--- src/rtl/naval_board_ctrl.sv ---
// Naval-battle board controller: ship and attack maps, shot classification,
// game FSM and column-scanned LED matrix drive.
module naval_board_ctrl #(
    parameter  int ROWS     = 7,
    parameter  int COLS     = 5,
    parameter  int SCAN_DIV = 4,
    localparam int RW       = $clog2(ROWS),
    localparam int CW       = $clog2(COLS),
    localparam int NW       = $clog2(ROWS*COLS+1)
) (
    input  logic                 clk,
    input  logic                 clr,
    input  logic                 load,
    input  logic [ROWS*COLS-1:0] ship_map,
    input  logic                 start,
    input  logic                 fire,
    input  logic [RW-1:0]        row,
    input  logic [CW-1:0]        col,
    input  logic                 view,
    output logic [COLS-1:0]      m_col,
    output logic [ROWS-1:0]      m_line,
    output logic                 result_valid,
    output logic [1:0]           result_code,
    output logic [NW-1:0]        hits,
    output logic [NW-1:0]        shots,
    output logic [NW-1:0]        ships_total,
    output logic [1:0]           state,
    output logic                 game_over
);

    localparam int N  = ROWS * COLS;
    localparam int IW = $clog2(N);
    localparam logic [RW:0]   ROWS_L = (RW+1)'(ROWS);
    localparam logic [CW:0]   COLS_L = (CW+1)'(COLS);
    localparam logic [NW-1:0] ONE_N  = NW'(1);

    typedef enum logic [1:0] {
        S_SETUP = 2'b00,
        S_PLAY  = 2'b01,
        S_OVER  = 2'b10
    } state_t;

    typedef enum logic [1:0] {
        R_MISS    = 2'b00,
        R_HIT     = 2'b01,
        R_REPEAT  = 2'b10,
        R_INVALID = 2'b11
    } code_t;

    state_t                state_q;
    code_t                 code_q;
    logic [N-1:0]          ship_q;
    logic [N-1:0]          attack_q;
    logic [SCAN_DIV-1:0]   presc;
    logic [CW-1:0]         scan_col;
    logic                  blink;

    logic                  shot_ok;
    logic [IW-1:0]         cell_idx;
    logic                  cell_ship;
    logic                  cell_seen;
    logic [NW-1:0]         load_total;
    logic [NW-1:0]         setup_total;

    function automatic logic [NW-1:0] popcount(input logic [N-1:0] m);
        logic [NW-1:0] cnt;
        cnt = '0;
        for (int i = 0; i < N; i++) cnt = cnt + NW'(m[i]);
        return cnt;
    endfunction

    // NOTE: every signal driven in always_comb gets a default first so no latch is inferred.
    always_comb begin
        shot_ok     = ({1'b0, row} < ROWS_L) && ({1'b0, col} < COLS_L);
        cell_idx    = IW'(row) * IW'(COLS) + IW'(col);
        cell_ship   = 1'b0;
        cell_seen   = 1'b0;
        if (shot_ok) begin
            cell_ship = ship_q[cell_idx];
            cell_seen = attack_q[cell_idx];
        end
        load_total  = popcount(ship_map);
        // A load in the same cycle as start must be judged on the new map.
        setup_total = load ? load_total : ships_total;
    end

    // NOTE: sequential state uses non-blocking assignments only, so all registers
    // see pre-edge values regardless of statement order.
    // NOTE: the maps are flop arrays, not RAM, so they take the async reset like any register.
    always_ff @(posedge clk or posedge clr) begin
        if (clr) begin
            state_q      <= S_SETUP;
            code_q       <= R_MISS;
            result_valid <= 1'b0;
            ship_q       <= '0;
            attack_q     <= '0;
            hits         <= '0;
            shots        <= '0;
            ships_total  <= '0;
        end else begin
            result_valid <= 1'b0;
            unique case (state_q)
                S_SETUP: begin
                    if (load) begin
                        ship_q      <= ship_map;
                        ships_total <= load_total;
                    end
                    if (start && setup_total != '0) state_q <= S_PLAY;
                end
                S_PLAY: begin
                    if (fire) begin
                        result_valid <= 1'b1;
                        if (!shot_ok) begin
                            code_q <= R_INVALID;
                        end else if (cell_seen) begin
                            code_q <= R_REPEAT;
                        end else begin
                            attack_q[cell_idx] <= 1'b1;
                            shots              <= shots + ONE_N;
                            if (cell_ship) begin
                                code_q <= R_HIT;
                                hits   <= hits + ONE_N;
                                if (hits + ONE_N == ships_total) state_q <= S_OVER;
                            end else begin
                                code_q <= R_MISS;
                            end
                        end
                    end
                end
                S_OVER: begin
                    if (start) begin
                        state_q  <= S_SETUP;
                        code_q   <= R_MISS;
                        attack_q <= '0;
                        hits     <= '0;
                        shots    <= '0;
                    end
                end
                default: state_q <= S_SETUP;
            endcase
        end
    end

    // Column scan: one column per 2^SCAN_DIV clocks, blink flips once per frame.
    always_ff @(posedge clk or posedge clr) begin
        if (clr) begin
            presc    <= '0;
            scan_col <= '0;
            m_col    <= COLS'(1);
            blink    <= 1'b0;
        end else begin
            presc <= presc + SCAN_DIV'(1);
            if (presc == '1) begin
                m_col <= {m_col[COLS-2:0], m_col[COLS-1]};
                if (scan_col == CW'(COLS-1)) begin
                    scan_col <= '0;
                    blink    <= ~blink;
                end else begin
                    scan_col <= scan_col + CW'(1);
                end
            end
        end
    end

    always_comb begin
        m_line = '0;
        for (int r = 0; r < ROWS; r++) begin
            logic [IW-1:0] idx;
            logic          s;
            logic          a;
            idx = IW'(r * COLS) + IW'(scan_col);
            s   = ship_q[idx];
            a   = attack_q[idx];
            unique case (state_q)
                S_PLAY:  m_line[r] = view ? ((a & s) | (a & ~s & blink)) : s;
                S_OVER:  m_line[r] = a & s & blink;
                default: m_line[r] = s;
            endcase
        end
    end

    assign state       = state_q;
    assign result_code = code_q;
    assign game_over   = (state_q == S_OVER);

endmodule

--- config.mk ---
export PLATFORM = sky130hd
export DESIGN_NAME = naval_board_ctrl
export DESIGN_NICKNAME = d
export VERILOG_FILES = /design/src/rtl/naval_board_ctrl.sv
export SDC_FILE = /design/constraint.sdc
export NUM_CORES = 1
export LEC_CHECK = 0
export CAP_MARGIN = 15
export CORE_MARGIN = 10
export CORE_UTILIZATION = 40
export CTS_BUF_LIST = sky130_fd_sc_hd__clkbuf_16
export DETAILED_ROUTE_END_ITERATION = 6
export GPL_TIMING_DRIVEN = 0
export PLACE_DENSITY_LB_ADDON = 0.05
export SKIP_CTS_REPAIR_TIMING = 1
export SLEW_MARGIN = 10
export SYNTH_ARGS = -nofsm -noshare
export SYNTH_HDL_FRONTEND = slang
export SYNTH_SLANG_ARGS = --single-unit
--- constraint.sdc ---
create_clock -name clk -period 7.05 [get_ports clk]
set_clock_uncertainty 0.15 [all_clocks]
set_input_delay 1.41 -clock clk [delete_from_list [all_inputs] [get_ports clk]]
set_output_delay 1.41 -clock clk [all_outputs]
set_load 0.01 [all_outputs]
==> flow_summary.toml <==
[cells_and_area]
finish.net_count = 1050
drive_above_1_share_pct = 15.30
antennaDiodeCount = 0
seqCellArea_um2 = 2654
multi_input_area_um2 = 5241
fillers = 2031
fin_util_pct = 47.89
syn2layout_area_growth_pct = 18.01

[yosys]
ys.warnings.count = 0
synth_cells = 850
yosysTopAreaCellShare_pct = 30.90
synth_edf_count = 0
avgSynthCellArea_um2 = 10.01
synth_nets = 957
yosys_most_used_dff = "dfrtp_1"
syn-cell-area_um2 = 8504
yosysUniqueCellTypes = 68
synth_area_leaders = "dfrtp_1 31%, mux4_2 13%, fa_1 6.6%"
async_flop_share_pct = 100.0
yosysSeqAreaShare_pct = 31.20
ys_seq_elements = 106
synth_area_leader_cell = "dfrtp_1"

[sta]
hold_violations = 0
slew_headroom_pct = 32.00
setup_ws_ns = 0.3160
setup_viol = 0
fin_tns_setup_ns = 0
holdWs_ns = 0.3037
maxSlewViolCount = 0
period_share_pct = 95.52
fmax_mhz = 148.5
tightest_slew_ns = 1.017
fin_crit_ns = 6.734
grt_setup_unrepaired = "no"

[die]
dieHeight_um = 165.8
ios = 83
num_rows = 53
dieWidth_um = 165.8
core_um2 = 20960
dieArea_um2 = 27490
start_util_pct = 40.58

[job]
maxCapViolations = 0

[setup_path]
cp_common_cell = "fa_1"
cp-start-kind = "primary input"
worst-path-max-fanout = 5
cp_slowest_stage_delay_ns = 0.53
cpMaxStageDelayCell = "fa_1"
endpoint_kind = "register"
crit_chain = "clkdlybuf4s50_1, inv_1, fa_1, inv_1, fa_1, inv_1, fa_1, fa_1, fa_1, fa_1, inv_1, fa_1, inv_1, fa_1, nand3_1, nor3_1, o21a_1, nor2_1, nand3_1, a22oi_1"
cp_data_required_time_ns = 7.17
crit_arrival_ns = 6.85
crit_family = "adder cells"
critPathBufInv = 6
cp_num_cells = 20
rr_worst_depth = 12
crit_type = "primary input to register"

[clock_network]
cts_tree = "done"
htreeDepth = 3
numCtsBuffers = 9
root_buffer = "clkbuf_16"
clk_path_buf_depth = 2
clk_pin_slew_ns = 0.08
clock_sinks = 106
clock_latency_ns = 0.36

[grt]
grt_pass1_wl_mm = 43.54
grt_max_degree = 69
grt_use_total_pct = 19.80
overflow = 0
antenna_found_initial = 0
grt_pass1_vias = 7292

[power_and_ir_drop]
vdd_drop_max_v = 0.0003467
p_leak_nw = 4.332
powerDensity_nw_per_um2 = 412.3

[placement]
dp_hpwl_mm = 22.27
gp_congestion = 0.9264
port-buffer-count = 82
dp_slack_ns = -0.03949

[hold_path]
hold_path.class = "register to register"
hold_depth = 1

[route]
dr.pass1.iters = 5
drtIter0Drc = 499
totalWireLength_mm = 27.61
postRouteAntennaNets = 0
num_vias = 7300
routed_via_density = 5.969
drc = 0
post_drt_wl_per_cell_um = 22.58

[run_status]
status = "finished clean"
-- flip-flops by register name (all words and copies together) (netlist names) --
signal / count
attack_q: 35
blink: 1
hits: 6
m_col: 5
presc: 4
result_code: 2
result_valid: 1
scan_col: 3
ship_q: 35
ships_total: 6
shots: 6
state: 2
-- routing by layer --
layer / track usage [%] / up-vias / part of all wire, %
met5: 0 / - / 0
met4: 6.163 / 0 / 2.3
met3: 2.603 / 39 / 5.5
met2: 33.39 / 255 / 49
met1: 25.77 / 3699 / 43
li1: - / 3307 / -
-- final cells by class --
type | instances | share of cell area (%)
multi-input combinational | 603 | 52.23
clock inverter | 7 | 1.022
buffer | 60 | 3.142
timing repair buffer | 83 | 8.453
tap | 275 | 3.428
sequential | 106 | 26.44
inverter | 80 | 3.042
clock buffer | 9 | 2.244
-- synth_stat cells, types with 7 or more instances --
master	number
a21oi_1	56
a31oi_1	28
a41oi_1	11
buf_2	19
buf_4	7
clkbuf_1	27
dfrtp_1	105
fa_1	28
ha_1	32
inv_1	80
mux2_2	36
mux2i_1	21
mux4_2	50
nand2_1	68
nand2b_1	10
nand3_1	12
nor2_1	38
nor2b_1	11
nor3_1	34
o211ai_1	9
o21ai_0	48
xnor2_1	8
xor2_1	7
-- cell usage in the layout, fill, tap and decap left out, types with 8 or more instances in the layout --
master | Yosys | routed
nor2b_1 | 11 | 11
buf_2 | 19 | 16
mux4_2 | 50 | 50
fa_1 | 28 | 28
mux2_2 | 36 | 36
nor2_1 | 38 | 38
clkdlybuf4s50_1 | 0 | 82
clkbuf_1 | 27 | 26
o211ai_1 | 9 | 9
xnor2_1 | 8 | 8
nor3_1 | 34 | 34
o21ai_0 | 48 | 48
a41oi_1 | 11 | 11
nand2b_1 | 10 | 10
a31oi_1 | 28 | 28
clkbuf_16 | 0 | 9
inv_1 | 80 | 79
dfrtp_1 | 105 | 105
a21oi_1 | 56 | 56
mux2i_1 | 21 | 21
ha_1 | 32 | 32
nand3_1 | 12 | 12
nand2_1 | 68 | 68
-- final timing paths --
check | start | slack, ns | endpoint
max | ship_map[11] | 0.32 | state[1]$_DFFE_PP0P_
min | presc[0]$_DFF_PP0_ | 0.30 | presc[0]$_DFF_PP0_
max reg2reg | scan_col[0]$_DFFE_PP0N_ | 3.57 | scan_col[1]$_DFFE_PP0N_
min reg2reg | presc[0]$_DFF_PP0_ | 0.30 | presc[0]$_DFF_PP0_
max in group asynchronous | clr | 4.77 | m_col[0]$_DFFE_PP1N_
min in group asynchronous | clr | 1.28 | attack_q[24]$_DFFE_PP0P_
-- cells by family (layout without fill, tap and decap cells) --
family	Yosys count	in the layout	synth area share, %
AO/OA/AOI/OAI	218	218	16.64
AND/OR/NAND/NOR	202	202	11.53
buffers and inverters	141	239	7.165
multiplexers	108	108	20.61
flip-flops	106	106	31.20
adder cells (fa/ha/maj)	60	60	11.30
XOR/XNOR	15	15	1.545
-- power breakdown --
| group | leakage [nW] | total [mW] | switching [mW] | internal, mW |
|---|---|---|---|---|
| logic | 2.86 | 2.39 | 1.27 | 1.11 |
| registers | 1.33 | 1.19 | 0.352 | 0.837 |
| clock network | 0.150 | 0.563 | 0.249 | 0.315 |
-- through the flow --
stage          instance area, µm²  std cells  total power [mW]
4_1_cts                     10030       1224             4.140
3_3_place_gp                 9669       1207             3.522
6_report                    10040       1223             4.137
5_1_grt                     10040       1223             4.471
3_5_place_dp                 9702       1208             3.569
2_1_floorplan                8504        850             2.746
Note: power is estimated with default switching activity, not from simulation.
